--- config.mk ---
export PLATFORM = sky130hd
export DESIGN_NAME = rf_multiport
export DESIGN_NICKNAME = d
export VERILOG_FILES = /design/src/rtl/rf_pkg.sv /design/src/rtl/rf_scoreboard.sv /design/src/rtl/rf_multiport.sv
export SDC_FILE = /design/constraint.sdc
export NUM_CORES = 2
export LEC_CHECK = 0
export CORE_AREA = 8 8 352 354
export DETAILED_ROUTE_END_ITERATION = 6
export DIE_AREA = 0 0 360 362
export PLACE_DENSITY = 0.74
export SYNTH_ARGS = -nofsm -noshare
export SYNTH_HDL_FRONTEND = slang
export SYNTH_SLANG_ARGS = --single-unit
--- constraint.sdc ---
create_clock -name clk -period 6.8 [get_ports clk]
set_clock_uncertainty 0.2 [all_clocks]
set_input_delay 2.04 -clock clk [delete_from_list [all_inputs] [get_ports clk]]
set_output_delay 2.04 -clock clk [all_outputs]
set_load 0.01 [all_outputs]
--- src/rtl/rf_pkg.sv ---
// rf_pkg: shared defaults and reset-value helper for the multiport register file
package rf_pkg;
    localparam int RF_DATA_W = 32;
    localparam int RF_ADDR_W = 5;
    localparam int RF_NUM_RD = 2;

    function automatic int unsigned rf_reset_value(input int unsigned idx, input bit init_index);
        return init_index ? idx : 0;
    endfunction
endpackage

--- src/rtl/rf_scoreboard.sv ---
// rf_scoreboard: per-register busy bits for pending write-backs, set wins over clear
module rf_scoreboard import rf_pkg::*; #(
    parameter int ADDR_W   = RF_ADDR_W,
    parameter int ZERO_REG = 1
) (
    input  logic                 clk,
    input  logic                 rst,
    input  logic                 we,
    input  logic [ADDR_W-1:0]    waddr,
    input  logic                 rsv_en,
    input  logic [ADDR_W-1:0]    rsv_addr,
    output logic [2**ADDR_W-1:0] busy_nxt,
    output logic                 any_busy
);
    localparam int DEPTH = 2**ADDR_W;

    logic [DEPTH-1:0] busy, set_v, clr_v, zmask;

    always_comb begin
        set_v    = rsv_en ? DEPTH'(1) << rsv_addr : '0;
        clr_v    = we ? DEPTH'(1) << waddr : '0;
        zmask    = (ZERO_REG != 0) ? ~DEPTH'(1) : '1;
        // a same-cycle reservation belongs to a newer instruction, so it survives the clear
        busy_nxt = ((busy & ~clr_v) | set_v) & zmask;
    end

    always_ff @(posedge clk) begin
        if (rst) begin
            busy     <= '0;
            any_busy <= 1'b0;
        end else begin
            busy     <= busy_nxt;
            any_busy <= |busy_nxt;
        end
    end
endmodule

--- src/rtl/rf_multiport.sv ---
// rf_multiport: register file with one write port, NUM_RD bypassed registered read ports and busy scoreboard
module rf_multiport import rf_pkg::*; #(
    parameter int DATA_W     = RF_DATA_W,
    parameter int ADDR_W     = RF_ADDR_W,
    parameter int NUM_RD     = RF_NUM_RD,
    parameter int ZERO_REG   = 1,
    parameter int INIT_INDEX = 0
) (
    input  logic                     clk,
    input  logic                     rst,
    input  logic                     we,
    input  logic [ADDR_W-1:0]        waddr,
    input  logic [DATA_W-1:0]        wdata,
    input  logic                     rsv_en,
    input  logic [ADDR_W-1:0]        rsv_addr,
    input  logic [NUM_RD-1:0]        rd_en,
    input  logic [NUM_RD*ADDR_W-1:0] raddr,
    output logic [NUM_RD*DATA_W-1:0] rdata,
    output logic [NUM_RD-1:0]        rd_busy,
    output logic                     any_busy
);
    localparam int DEPTH = 2**ADDR_W;

    logic [DATA_W-1:0] mem [DEPTH];
    logic [DEPTH-1:0]  busy_nxt;
    logic              wr_ok;

    assign wr_ok = we && !(ZERO_REG != 0 && waddr == '0);

    rf_scoreboard #(.ADDR_W(ADDR_W), .ZERO_REG(ZERO_REG)) u_sb (
        .clk(clk),
        .rst(rst),
        .we(we),
        .waddr(waddr),
        .rsv_en(rsv_en),
        .rsv_addr(rsv_addr),
        .busy_nxt(busy_nxt),
        .any_busy(any_busy)
    );

    always_ff @(posedge clk) begin
        if (rst) begin
            for (int j = 0; j < DEPTH; j++)
                mem[j] <= DATA_W'(rf_reset_value(j, INIT_INDEX != 0));
        end else if (wr_ok) begin
            mem[waddr] <= wdata;
        end
    end

    for (genvar p = 0; p < NUM_RD; p++) begin : g_rd
        logic [ADDR_W-1:0] a;
        logic [DATA_W-1:0] d, q;
        logic              b;
        always_comb begin
            a = raddr[p*ADDR_W +: ADDR_W];
            d = (ZERO_REG != 0 && a == '0) ? '0 : (wr_ok && waddr == a) ? wdata : mem[a];
        end
        always_ff @(posedge clk) begin
            if (rst) begin
                q <= '0;
                b <= 1'b0;
            end else if (rd_en[p]) begin
                q <= d;
                b <= busy_nxt[a];
            end
        end
        assign rdata[p*DATA_W +: DATA_W] = q;
        assign rd_busy[p] = b;
    end
endmodule

Word-level counts from Yosys, hierarchy flattened
Memories as Yosys holds them, arrays and structs flattened.
Cells that the tools add are included.
{"block": "word_totals", "regBits": 99, "ramBits": 1024, "inputBits": 58, "out_inout_bits": 67, "elab_cells": 44, "memories": 1}
{"name": "mem", "depth": 32, "word_bits": 32, "rd": 2, "rd_ports_with_merged_regs": 0, "wr": 32, "line": "rf_multiport.sv:24", "text": "logic [DATA_W-1:0] mem [DEPTH];"}
{"block": "op_classes", "n_lt_le_gt_ge": 2, "n_eq_ne": 2, "shifts": 2, "muxes": 18, "bitwise": 3, "reduce_logical": 9}
{"op": "32-bit two-way mux", "count": 7}
{"op": "1-bit by 5-bit left shift with 32-bit output (first input constant)", "count": 2}
{"op": "32-bit AND", "count": 1}
{"op": "32-bit NOT", "count": 1}
{"op": "32-bit OR", "count": 1}
{"op": "32-bit OR reduction", "count": 1}
{"op": "31-bit OR reduction", "count": 1}
{"op": "5-bit zero test", "count": 3}
{"op": "5-bit by 6-bit less-than comparator with 1-bit output (second input constant)", "count": 2}
{"op": "1-bit binary-select mux with 5-bit select", "count": 2}
{"op": "5-bit == test", "count": 2}
{"op": "1-bit two-way mux", "count": 8}
{"op": "5-bit two-way mux", "count": 1}
{"op": "1-bit logical AND", "count": 3}
{"op": "1-bit zero test", "count": 1}

Longest topological paths before layout
{"block": "logic_depth", "word_depth": 8, "ltp_mapped": 11, "depth_no_buf": 7}

By module
From an unflattened synthesis, not the netlist that was laid out.
{"block": "unflattened", "hier_cells": 3658, "area_unflattened_um2": 58484.8}
{"mod": "rf_multiport", "instances": 1, "cells_each": 3476, "area_per_inst_um2": 56979.6, "seq_area_each_um2": 32070.8}
{"mod": "rf_scoreboard", "instances": 1, "cells_each": 182, "area_per_inst_um2": 1505.2, "seq_area_each_um2": 640.6}

Worst setup path before layout
OpenSTA, ideal clock, no wires.
{"block": "synth_timing", "path_kind": "input -> register", "start": "in raddr[1]", "end": "reg g_rd[0].q[6]", "setup_ns": 0.128, "t_arrival_ns": 4.150, "t_required_ns": 6.472, "setup_slack_ns": 2.323, "cell_stages": 8, "path_buffers": 3, "cell_sequence": "clkbuf_1 clkbuf_1 clkbuf_1 mux4_2 mux4_2 mux2_2 a222oi_1 nor2_1"}
{"block": "synth_between", "elab_chain_len": 4, "word_cells_on_any_way": 6, "cone_classes": "eq/ne (1); mux (2); reduce/logical (2); memory (1)"}
{"item": "start, declared", "line": "rf_multiport.sv:17", "text": "input logic [NUM_RD*ADDR_W-1:0] raddr,"}
{"item": "branches (longest 3 deep; another with memory read 32 x 32 bit)"}
{"item": "32-bit two-way mux (*)", "line": "rf_multiport.sv:56", "text": "d = (ZERO_REG != 0 && a == '0) ? '0 : (wr_ok && waddr == a) ? wdata : mem[a];"}
{"item": "end signal, assigned", "line": "rf_multiport.sv:60", "text": "q <= '0;"}
{"item": "end signal, assigned", "line": "rf_multiport.sv:63", "text": "q <= d;"}
{"item": "end, declared", "line": "rf_multiport.sv:52", "text": "logic [DATA_W-1:0] d, q;"}
Every way passes the cells marked *.
A chain may end at the register's enable or synchronous reset.

==> run metrics <==
outcome=completed; PortBufs=124; DR vias/cell=6.78; crit path max fanout=22; WP data required=7.02 ns; DR pass1 iterations=6; Post-Layout Cell Count=5412; Post-Syn Area=58700 sq um; die area=130000 sq um; period utilization=0.763; register area share after synthesis=0.558; antenna violations before repair=10; dominant cell type by area after synthesis=edfxtp_1; GRT Util Overall=0.282; Crit Path Category=primary input to flip-flop; total of max-cap violations=0; first-pass GRT wire length=266000 um; hold buffer count at CTS=0; final hold vios=0; P&R area growth vs syn=12.2%; setup TNS=0 ns; Post-Route WL=187000 um; IR Drop Worst-Case VDD=214 uV; worst path cell trace=clkdlybuf4s50_1, or3_1, o31ai_1, or4_1, nor2_4, or2_2, buf_4; Nets=3805; final setup vio count=0; Primary FF master, synth=edfxtp_1; Filler cells=9043; CTS buffer count=115; Initial Utilization=0.494; total I/O pin count=125; DR vias=36.7k; Async SR Flop Fraction=0; Worst EP arrival=5.41 ns; final slew viol count=0; WL/cell=34.5 um; library cells used by synthesis=62; Tmin final=5.19 ns; die height=362 um; die width=360 um; mean post-synth cell area=15.7 sq um; largest net degree at the start of global routing=96; vias in the first global route=36.4k; commonest cells after routing, fill and taps aside=edfxtp_1 (1024), and2_1 (993), mux4_2 (640); relative slew slack=0.0621; clk_lat worst skew=0.73 ns; flops & latches, synth=1122; Lkg Pwr=22.4 nW; Final HPWL DP=113000 um; post-synth top area share=0.524; clk buf depth=3; max incr delay on CP=0.79 ns; critical path's slowest cell=or4_1; top cells by area, synth=edfxtp_1 (52%), mux4_2 (25%), and2_1 (11%); core area=119000 sq um; RSZ-0062 raised after global routing=false; grt ovf=0; Hold WS=0.250 ns; H-tree levels=3; CTS tree=built; number of synthesized flops with an enable pin=1024; Clock Tree Root=clkbuf_16; clock sink count=1122; worst-margin pin slew=1.40 ns; placed instance count=5178; Synth Warn #=0; fmax=193 MHz; DRT iter0 DRCs=5670; Post CTS Setup Buffer Count=0; Clock Pin Slew Worst Setup and Hold Paths=0.06 ns; Critical Path End Type=flip-flop; Reg2Reg Setup Slack=4.11 ns; drc violations=0; routability congestion estimate=0.888; Synth Instances=3742; cts repair resizes=0; crit path launch type=primary input; commonest non-fill, non-tap cell in the layout=edfxtp_1; worst hold path class=flip-flop to flip-flop; ANT nets after route=0; Power Density=252 nW/um^2; fraction of layout cells with a size suffix above 1=0.275; # rows=127
critical path: cells and delay by family:
kind,cells,cell delay [ns]
AND/OR/NAND/NOR,4,2.13
buffers and inverters,2,1.04
AO/OA/AOI/OAI,1,0.18
path summary, 6_finish.rpt:
path,startpoint,endpoint,cells past startpoint
hold reg to reg,g_rd[1].q[15]$_SDFFE_PP0P_,g_rd[1].q[15]$_SDFFE_PP0P_,1
setup / recovery,waddr[1],mem[2][16]$_SDFFCE_PN0P_,7
hold / removal,g_rd[1].q[15]$_SDFFE_PP0P_,g_rd[1].q[15]$_SDFFE_PP0P_,1
setup reg to reg,mem[27][12]$_SDFFCE_PN0P_,g_rd[0].q[12]$_SDFFE_PP0P_,5
power by group:
part / switching (mW) / internal [mW]
registers: 0.203 / 7.91
logic: 1.10 / 0.962
clock network: 2.78 / 3.63
total: 4.08 / 12.5
cell families after synthesis:
group                     count (synthesis)  share of synthesized area
xor gates and xnor gates                 12                    0.00179
DFF                                    1122                      0.558
and+or+nand+nor                        1266                      0.129
muxes                                   700                      0.257
other                                     1                  0.0000639
buffers and inverters                   407                     0.0289
AOI/OAI and AO/OA                       234                     0.0260
final cells by class:
cell class / count / area (sq um) / share of cell area
Clock inverter: 55 / 573 / 0.00871
Sequential cell: 1122 / 32700 / 0.497
Multi-Input combinational cell: 2244 / 24600 / 0.374
Timing Repair Buffer: 256 / 2660 / 0.0404
Antenna cell: 14 / 35.0 / 0.000533
Clock buffer: 165 / 3210 / 0.0487
Inverter: 8 / 35.0 / 0.000533
Tap cell: 1548 / 1940 / 0.0294
layer usage:
| layer | track usage | wire length (um) | vias up |
|---|---|---|---|
| met4 | 0.136 | 10600 | 4 |
| met3 | 0.0672 | 23100 | 550 |
| met5 | 0 | 26 | - |
| met2 | 0.450 | 87600 | 2726 |
| li1 | - | - | 14500 |
| met1 | 0.365 | 65400 | 18900 |
Yosys cell counts (16+ instances only):
master,n
mux2i_1,26
or2_2,32
nor2_1,88
buf_4,22
nor2b_1,17
a222oi_1,34
mux4_2,640
dfxtp_1,98
and2_1,993
mux2_2,34
a21oi_1,50
a21o_1,25
nand3_1,18
nand2_1,60
o21ai_0,80
clkbuf_1,304
buf_2,55
edfxtp_1,1024
buf_1,16
state kept, by name (all words and copies together), names as in the netlist:
register       count
g_rd.b             2
u_sb.busy         31
u_sb.any_busy      1
mem             1024
g_rd.q            64
per-stage QoR:
stage / setup WS, ns / util / instance area, sq um / power (mW)
final: 1.61 / 0.554 / 65800 / 16.6
after floorplan: 2.32 / - / 58800 / 9.45
after detailed placement: 0.960 / 0.522 / 62000 / 10.3
after global routing: 1.53 / 0.554 / 65800 / 17.0
after CTS: 1.71 / 0.554 / 65800 / 16.6
after global placement: 1.01 / 0.522 / 62000 / 10.2
No activity file was read; power rests on OpenSTA's default activity.
